**src/rtl/elevator_pkg.sv**
```systemverilog
// rtl/elevator_pkg.sv - shared constants for the two-floor elevator controller
package elevator_pkg;

    localparam int N_BTN                   = 4;
    localparam int BTN_UP                  = 0;
    localparam int BTN_DOWN                = 1;
    localparam int BTN_TO_ONE              = 2;
    localparam int BTN_TO_TWO              = 3;
    localparam int DEBOUNCE_CYCLES_DEFAULT = 1000000;

    typedef logic [N_BTN-1:0] btn_vec_t;

endpackage

```
**src/rtl/elevator_request_conditioner_if.sv**
```systemverilog
// rtl/elevator_request_conditioner_if.sv - button inputs and conditioned request outputs
interface elevator_request_conditioner_if;
    import elevator_pkg::*;

    btn_vec_t btn_raw;
    logic     start_stop_raw;
    btn_vec_t req_clr;
    btn_vec_t req_pending;
    btn_vec_t req_pulse;
    logic     run;

    // Drives the raw buttons and clears, observes the conditioned requests
    modport master (
        output btn_raw, start_stop_raw, req_clr,
        input  req_pending, req_pulse, run
    );

    // The conditioner itself
    modport slave (
        input  btn_raw, start_stop_raw, req_clr,
        output req_pending, req_pulse, run
    );

endinterface

```
**src/rtl/debounce_cell.sv**
```systemverilog
// rtl/debounce_cell.sv - synchroniser, debounce counter and rising-edge strobe for one button
module debounce_cell
    import elevator_pkg::*;
#(
    parameter int DEBOUNCE_CYCLES = DEBOUNCE_CYCLES_DEFAULT
) (
    input  logic i_clk,
    input  logic i_rst,
    input  logic i_raw,
    output logic o_rise
);

    localparam int            CW   = $clog2(DEBOUNCE_CYCLES);
    localparam logic [CW-1:0] TERM = CW'(DEBOUNCE_CYCLES - 1);

    logic          r_sync1;
    logic          r_sync2;
    logic [CW-1:0] r_cnt;
    logic          r_stable;
    logic          r_rise;

    // Two-flop synchroniser, then count consecutive differing samples; the
    // counter is cleared at the terminal count so it can never wrap. The rise
    // strobe is registered on the same edge that stable goes high.
    always_ff @(posedge i_clk) begin
        if (i_rst) begin
            r_sync1  <= 1'b0;
            r_sync2  <= 1'b0;
            r_cnt    <= '0;
            r_stable <= 1'b0;
            r_rise   <= 1'b0;
        end else begin
            r_sync1 <= i_raw;
            r_sync2 <= r_sync1;
            r_rise  <= 1'b0;
            if (r_sync2 == r_stable) begin
                r_cnt <= '0;
            end else if (r_cnt == TERM) begin
                r_stable <= r_sync2;
                r_cnt    <= '0;
                r_rise   <= r_sync2;
            end else begin
                r_cnt <= r_cnt + CW'(1);
            end
        end
    end

    assign o_rise = r_rise;

endmodule

```
**src/rtl/elevator_request_conditioner.sv**
```systemverilog
// rtl/elevator_request_conditioner.sv - run toggle and per-button pending/pulse request latches
module elevator_request_conditioner
    import elevator_pkg::*;
#(
    parameter int DEBOUNCE_CYCLES = DEBOUNCE_CYCLES_DEFAULT
) (
    input  logic                          clk_50mhz,
    input  logic                          rst,
    elevator_request_conditioner_if.slave bus
);

    btn_vec_t w_btn_rise;
    logic     w_ss_rise;
    btn_vec_t w_pulse;
    logic     w_run_fall;
    btn_vec_t w_pending_nxt;

    logic     r_run;
    btn_vec_t r_pending;
    btn_vec_t r_pulse;

    for (genvar g = 0; g < N_BTN; g++) begin : g_btn
        debounce_cell #(.DEBOUNCE_CYCLES(DEBOUNCE_CYCLES)) u_cell (
            .i_clk  (clk_50mhz),
            .i_rst  (rst),
            .i_raw  (bus.btn_raw[g]),
            .o_rise (w_btn_rise[g])
        );
    end

    debounce_cell #(.DEBOUNCE_CYCLES(DEBOUNCE_CYCLES)) u_ss_cell (
        .i_clk  (clk_50mhz),
        .i_rst  (rst),
        .i_raw  (bus.start_stop_raw),
        .o_rise (w_ss_rise)
    );

    // Presses are only accepted while running; a new press beats a clear, and
    // stopping the system drops every outstanding request.
    always_comb begin
        w_pulse       = w_btn_rise & {N_BTN{r_run}};
        w_run_fall    = w_ss_rise & r_run;
        w_pending_nxt = r_pending;
        for (int i = 0; i < N_BTN; i++) begin
            if (w_run_fall) begin
                w_pending_nxt[i] = 1'b0;
            end else if (w_pulse[i]) begin
                w_pending_nxt[i] = 1'b1;
            end else if (bus.req_clr[i]) begin
                w_pending_nxt[i] = 1'b0;
            end
        end
    end

    // Register run, pending requests and the one-cycle request strobes
    always_ff @(posedge clk_50mhz) begin
        if (rst) begin
            r_run     <= 1'b0;
            r_pending <= '0;
            r_pulse   <= '0;
        end else begin
            r_run     <= r_run ^ w_ss_rise;
            r_pending <= w_pending_nxt;
            r_pulse   <= w_pulse;
        end
    end

    assign bus.run         = r_run;
    assign bus.req_pending = r_pending;
    assign bus.req_pulse   = r_pulse;

endmodule

```
**src/flat_wrapper.sv**
```systemverilog
// flat-port wrapper written by rule: the top's interface ports become plain ports
module elevator_request_conditioner_flat import elevator_pkg::*;
#(
    parameter int DEBOUNCE_CYCLES = DEBOUNCE_CYCLES_DEFAULT
)
  (clk_50mhz, rst, bus_btn_raw, bus_start_stop_raw, bus_req_clr, bus_req_pending, bus_req_pulse, bus_run);
  elevator_request_conditioner_if bus_i ();
  input  logic clk_50mhz;
  input  logic rst;
  input wire logic [$bits(bus_i.btn_raw)-1:0] bus_btn_raw;
  input wire logic [$bits(bus_i.start_stop_raw)-1:0] bus_start_stop_raw;
  input wire logic [$bits(bus_i.req_clr)-1:0] bus_req_clr;
  output wire logic [$bits(bus_i.req_pending)-1:0] bus_req_pending;
  output wire logic [$bits(bus_i.req_pulse)-1:0] bus_req_pulse;
  output wire logic [$bits(bus_i.run)-1:0] bus_run;
  assign bus_i.btn_raw = bus_btn_raw;
  assign bus_i.start_stop_raw = bus_start_stop_raw;
  assign bus_i.req_clr = bus_req_clr;
  assign bus_req_pending = bus_i.req_pending;
  assign bus_req_pulse = bus_i.req_pulse;
  assign bus_run = bus_i.run;
  elevator_request_conditioner #(.DEBOUNCE_CYCLES(DEBOUNCE_CYCLES)) u_core (.clk_50mhz(clk_50mhz), .rst(rst), .bus(bus_i));
endmodule
```
**config.mk**
```make
export PLATFORM = sky130hd
export DESIGN_NAME = elevator_request_conditioner_flat
export DESIGN_NICKNAME = d
export VERILOG_FILES = /design/src/rtl/elevator_pkg.sv /design/src/rtl/elevator_request_conditioner_if.sv /design/src/rtl/debounce_cell.sv /design/src/rtl/elevator_request_conditioner.sv /design/src/flat_wrapper.sv
export SDC_FILE = /design/constraint.sdc
export NUM_CORES = 1
export LEC_CHECK = 0
export CAP_MARGIN = 20
export CORE_MARGIN = 4
export CORE_UTILIZATION = 50
export DETAILED_ROUTE_END_ITERATION = 16
export PLACE_DENSITY_LB_ADDON = 0.12
export REMOVE_ABC_BUFFERS = 1
export SETUP_SLACK_MARGIN = 0.15
export SYNTH_ARGS = -nofsm -noshare
export SYNTH_HDL_FRONTEND = slang
export SYNTH_HIERARCHICAL = 1
export SYNTH_SLANG_ARGS = --single-unit
```
**constraint.sdc**
```tcl
create_clock -name clk_50mhz -period 2.5 [get_ports clk_50mhz]
set_input_delay 0.375 -clock clk_50mhz [delete_from_list [all_inputs] [get_ports clk_50mhz]]
set_output_delay 0.375 -clock clk_50mhz [all_outputs]
set_load 0.03 [all_outputs]
```
==> results_dict.tcl, run 1 <==
set metrics [dict create \
    track_usage 0.1784 \
    syn_area_um2 5662 \
    critPathLaunchType "flip-flop" \
    combinationalPowerShare 0.012 \
    drt_wl_total_um 10970 \
    powerDensity_nw_per_um2 722.4 \
    place_inst 789 \
    core_region_area_um2 10980 \
    synth-seq-cells 129 \
    place_ws_ns 0.4713 \
    grt_pass1_wl_um 19430 \
    place_congestion 0.8628 \
    max-vdd-ir-drop_mv 0.9266 \
    drt-initial-drc-count 422 \
    post-route-drc-count 0 \
    chipWidth_um 114.4 \
    setup_tns_ns 0 \
    critPathLaunch "u_core/u_ss_cell/r_cnt[10]" \
    synth_top_flop_cell "dfxtp_1" \
    final_common_cell "dfxtp_1" \
    cts.repair.resized 0 \
    syn_inst 638 \
    start_util 0.5155 \
    seq_power_share 0.434 \
    p_leak_uw 0.001990 \
    switching_share 0.1874 \
    drt_pass1_iterations 5 \
    cts_sinks 129 \
    power_frac_clock 0.554 \
    drive_gt1_frac 0.08664 \
    synth_warnings 6 \
    layout_setup_ws_ns 0.4657 \
    final_area_um2 6615 \
    holdWs_ns 0.4414 \
    antenna_found_initial 0 \
    vias 4674 \
    reg2reg_to "u_core/u_ss_cell/r_cnt[12]" \
    drv_slew 0 \
    yosysSeqAreaShare 0.4561 \
    p_sw_uw 895.7 \
    r2r_start "u_core/u_ss_cell/r_cnt[10]" \
    min_period_ns 2.034 \
    placed_cell_area_um2 5979 \
    maxSlewHeadroom 0.6413 \
    clock_skew_ns 0.004415 \
    cts_buffer_depth 2 \
    nets 685 \
    routed_via_density 5.693 \
    cts_tree "done" \
    worstMarginPinSlew_ns 0.5360 \
    grt_max_degree 28 \
    detail-route-antenna-nets 0 \
    root_buffer "clkbuf_16" \
    end_kind "flip-flop" \
    crit_fanout 19 \
    layoutNonFillerInstCount 821 \
    hold_buffers 0 \
    hold_path.class "flip-flop to flip-flop" \
    max-cap-violations 0 \
    async_flop_share 0 \
    worstPathRequired_ns 2.77 \
    hold_viol_final 0 \
    ios 20 \
    area_growth_pct 16.84 \
    period_share 0.8137 \
    r2r_cells 4 \
    clk_pin_slew_worst_paths_ns 0.05 \
    portBuffers 19 \
    dp_hpwl_um 7534 \
    fp.dieArea_um2 13090 \
    diodes 0 \
    mostFrequentLayoutCells "129 x dfxtp_1, 87 x nor2_1, 60 x nand3_1, 40 x xnor2_1, 40 x a21oi_1" \
    htreeDepth 4 \
    ys_types 32 \
    grt_pass1_vias 4452 \
    r2r_slack_ns 0.47 \
    crit_arrival_ns 2.30 \
    synth_edf_count 0 \
    endpoint "u_core/u_ss_cell/r_cnt[12]" \
    run_status "completed" \
    grt.overflow.total 0 \
    path_class "flip-flop to flip-flop" \
    clk_latency_ns 0.41 \
    syn_area_per_cell_um2 8.874 \
    die_h_um 114.4 \
    cts_post_setup_buffers_inserted 0 \
    wl_per_cell_um 13.36 \
    cts_buffers 17 \
    setup_viol 0 \
    rsz0062_at_grt "no" \
    rows 38 \
    intPower_uw 3883 \
    clock.fmax_mhz 491.6 \
]
[cells in the mapped netlist, drive strengths merged (20+ instances only)]
library cell / count / area share
dfxtp: 129 / 0.46
nor2: 87 / 0.058
nand3: 60 / 0.053
a21oi: 44 / 0.042
xnor2: 40 / 0.062
nand2: 34 / 0.023
o21ai: 30 / 0.036
or3: 30 / 0.033
nand4: 20 / 0.022
nor4: 20 / 0.022
or4: 20 / 0.030
xor2: 20 / 0.031
[sequential cells by signal (all words and copies together) (netlist names)]
name / flops
u_core/g_btn.u_cell/r_cnt: 80
u_core/u_ss_cell/r_cnt: 20
u_core/bus.req_pending: 4
u_core/bus.req_pulse: 4
u_core/g_btn.u_cell/o_rise: 4
u_core/g_btn.u_cell/r_stable: 4
u_core/g_btn.u_cell/r_sync1: 4
u_core/g_btn.u_cell/r_sync2: 4
u_core/bus.run: 1
u_core/u_ss_cell/o_rise: 1
u_core/u_ss_cell/r_stable: 1
u_core/u_ss_cell/r_sync1: 1
u_core/u_ss_cell/r_sync2: 1
[worst max-delay path, stage by stage (launching register included)]
cell and delay (ns):
dfxtp_1 0.35, or4_1 0.53, or4_4 0.45, o21ai_4 0.46
nor2_1 0.12
[cells by family after synthesis]
family / after synthesis / share of synthesized area
simple gates: 329 / 0.3167
flops: 129 / 0.4561
compound gates: 89 / 0.1001
xor+xnor: 60 / 0.09282
buf+inv: 25 / 0.02099
fa+ha+maj: 6 / 0.01326
[per-stage QoR]
stage / util / total power, uW
floorplan: - / 2142
CTS: 0.6023 / 4829
global route: 0.6023 / 4931
detailed placement: 0.5444 / 2176
finish: 0.6023 / 4779
global placement: 0.5444 / 2175
[worst min path at each step]
stage	startpoint	to	slack (ns)	cells after the start
finish	u_core/g_btn[0].u_cell/r_sync1	u_core/g_btn[0].u_cell/r_sync2	0.44	1
global route	u_core/g_btn[3].u_cell/r_sync1	u_core/g_btn[3].u_cell/r_sync2	0.46	1
CTS	u_core/u_ss_cell/r_sync1	u_core/u_ss_cell/r_sync2	0.45	1
detailed placement	u_core/u_ss_cell/r_sync1	u_core/u_ss_cell/r_sync2	0.43	1
global placement	u_core/u_ss_cell/r_sync1	u_core/u_ss_cell/r_sync2	0.42	1
floorplan	u_core/g_btn[0].u_cell/r_sync1	u_core/g_btn[0].u_cell/r_sync2	0.41	1
[power by group through the flow]
stage,logic [uW],clock network (uW),registers [uW]
final,57.4,2650,2070
after detailed placement,58.1,0,2120
after CTS,58.2,2700,2070
after floorplan,26.0,0,2120
after global routing,63.0,2790,2070
after global placement,57.0,0,2120
[layer usage]
| layer | GRT usage | part of all wire | wire, um |
|---|---|---|---|
| met5 | 0 | 0 | 0 |
| met4 | 0.05384 | 0.0088 | 97 |
| met3 | 0.05761 | 0.052 | 573 |
| met2 | 0.2856 | 0.46 | 5052 |
| met1 | 0.2297 | 0.48 | 5248 |
[cell type report]
| type | instances | area [um^2] |
|---|---|---|
| fillers | 960 | 4368 |
| multi-input cells | 484 | 2960 |
| flip-flops and latches | 129 | 2582 |
| clock buffers | 21 | 450.4 |
| repair buffers | 21 | 205.2 |
| clock inverters | 11 | 185.2 |
| well taps | 140 | 175.2 |
| inverters | 15 | 56.30 |
Power figures use the tool's default switching activity.
==> run 2, diff against run 1 <==
Clock period 2.5 ns to 1.7 ns, I/O delays scaled along.
==> run 2 against run 1 <==
The flow now finishes with violations (negative setup slack). Clock power up 49%. Sequential share of layout area fell by 5.8 points. Hold slack got worse by 0.043 ns. Core utilization up 11 points. Non-clock buffer count grew 115. Clock skew about the same. Total power up 49%. Global-route usage is 3.8 points higher. Combinational power is 120% higher. Final area grew 18%. Largest power group unchanged.
==> results_dict.tcl, run 2 (same netlist as run 1, synthesis figures left out) <==
set metrics [dict create \
    root_buffer "clkbuf_16" \
    max-vdd-ir-drop_mv 0.7769 \
    cts_buffers 17 \
    seq_power_share 0.427 \
    final_area_um2 7792 \
    p_leak_uw 0.002661 \
    detail-route-antenna-nets 0 \
    path_class "flip-flop to flip-flop" \
    worstMarginPinSlew_ns 0.4840 \
    grt_pass1_wl_um 23170 \
    fp.dieArea_um2 13090 \
    cts_tree "done" \
    min_period_ns 1.843 \
    chipWidth_um 114.4 \
    rows 38 \
    intPower_uw 5774 \
    setup_viol 97 \
    clock.fmax_mhz 542.5 \
    layoutNonFillerInstCount 936 \
    cp_slowest_cell "or4_4" \
    diodes 0 \
    maxSlewHeadroom 0.6749 \
    cpPeakStageDelay_ns 0.53 \
    violations "negative setup slack" \
    post-route-drc-count 0 \
    drt_pass1_iterations 5 \
    layout_setup_ws_ns -0.1433 \
    nets 800 \
    top_regs "u_core/g_btn.u_cell/r_cnt x80, u_core/u_ss_cell/r_cnt x20" \
    clk_latency_ns 0.41 \
    powerDensity_nw_per_um2 915.5 \
    fill_cells 843 \
    holdWs_ns 0.3982 \
    rsz0062_at_grt "yes" \
    switching_share 0.1906 \
    grt_pass1_vias 5258 \
    final_common_cell "dfxtp_1" \
    hold_viol_final 0 \
    end_kind "flip-flop" \
    multi_input_area_um2 3186 \
    core_region_area_um2 10980 \
    cp_cell_sequence "or4_4 > or4_4 > o21ai_4 > buf_6 > nor2_1" \
    p_total_uw 7134 \
    place_congestion 0.8976 \
    vias 5214 \
    antenna_found_initial 0 \
    hold_buffers 0 \
    cp_common_cell "or4_4" \
    crit_fanout 9 \
    routed_via_density 5.571 \
    area_growth_pct 37.64 \
    clock_skew_ns 0.004636 \
    ios 20 \
    critPathLaunchType "flip-flop" \
    hold_path.class "input port to flip-flop" \
    drt_wl_total_um 13200 \
    clk_pin_slew_worst_paths_ns 0.06 \
    run_status "finished, violations left" \
    track_usage 0.2160 \
    max-cap-violations 0 \
    period_share 1.084 \
    p_sw_uw 1359 \
    drt-initial-drc-count 402 \
    grt.overflow.total 0 \
    die_h_um 114.4 \
    worstPathRequired_ns 2.00 \
    dp_hpwl_um 9135 \
    regArea_um2 2594 \
    place_inst 899 \
    drv_slew 0 \
    grt_max_degree 22 \
    wl_per_cell_um 14.10 \
    cts_sinks 129 \
    combinationalPowerShare 0.018 \
    power_frac_clock 0.555 \
    portBuffers 19 \
    mostFrequentLayoutCells "120 x dfxtp_1, 105 x buf_4, 74 x nor2_1, 58 x nand3_1, 40 x xnor2_1" \
    drive_gt1_frac 0.3065 \
    start_util 0.5155 \
    htreeDepth 4 \
    crit_arrival_ns 2.15 \
    max_flop_register "u_core/g_btn.u_cell/r_cnt" \
    placed_cell_area_um2 6855 \
    cts_buffer_depth 2 \
    setup_tns_ns -11.06 \
    largest_reg_flops 80 \
]
-- run 2: cell count changes in the layout (fill, tap and decap cells not counted), sizes merged --
cell           previous run  this run
clkdlybuf4s50            19        10
clkinvlp                  2         0
buf                       2       117
clkinv                    4         6
dlygate4sd2               0         9
-- run 2: metal layers --
layer | GRT usage | part of all wire | wire, um
met2 | 0.3586 | 0.48 | 6359
met3 | 0.06448 | 0.041 | 546
met5 | 0 | 0 | 0
met1 | 0.2656 | 0.46 | 6029
met4 | 0.07680 | 0.020 | 265
-- run 2: repair_timing --
action,in CTS,in global routing
setup buffers,2,2
setup endpoints to repair,111,105
pin swaps,11,7
gates cloned,1,0
resized for setup,54,40
-- run 2: critical path: cells and delay by family (launching register included) --
family / cells / cell delay, ns
and+or+nand+nor: 3 / 1.03
DFF: 1 / 0.32
AOI/OAI and AO/OA: 1 / 0.22
buffers and inverters: 1 / 0.16
-- run 2: stage by stage --
stage | setup WS, ns | utilization
floorplan | -0.1069 | -
global placement | -0.1504 | 0.6242
detailed placement | -0.2012 | 0.6242
CTS | -0.1290 | 0.6966
global route | -0.1850 | 0.7095
finish | -0.1433 | 0.7095
-- run 2: power by group through the flow --
stage / sequential, uW / clock (uW) / combinational, uW
after CTS: 3050 / 4030 / 123
after floorplan: 3110 / 0 / 38.2
after detailed placement: 3110 / 0 / 115
after global placement: 3110 / 0 / 113
after global routing: 3050 / 4170 / 136
final: 3050 / 3960 / 125
-- run 2: worst paths after layout --
kind	slack (ns)	end	from	cells past startpoint
min	0.40	u_core/g_btn[1].u_cell/r_sync1	bus_btn_raw[1]	2
min reg2reg	0.44	u_core/g_btn[2].u_cell/r_sync2	u_core/g_btn[2].u_cell/r_sync1	1
max reg2reg	-0.14	u_core/u_ss_cell/r_cnt[11]	u_core/u_ss_cell/r_cnt[13]	5
max	-0.14	u_core/u_ss_cell/r_cnt[11]	u_core/u_ss_cell/r_cnt[13]	5
-- run 2: final cells by class --
class / count / share of cell area
clock inverters: 11 / 0.02360
clock buffers: 21 / 0.05909
well taps: 140 / 0.02248
multi-input cells: 484 / 0.4088
repair buffers: 136 / 0.1460
flip-flops and latches: 129 / 0.3329
inverters: 15 / 0.007225
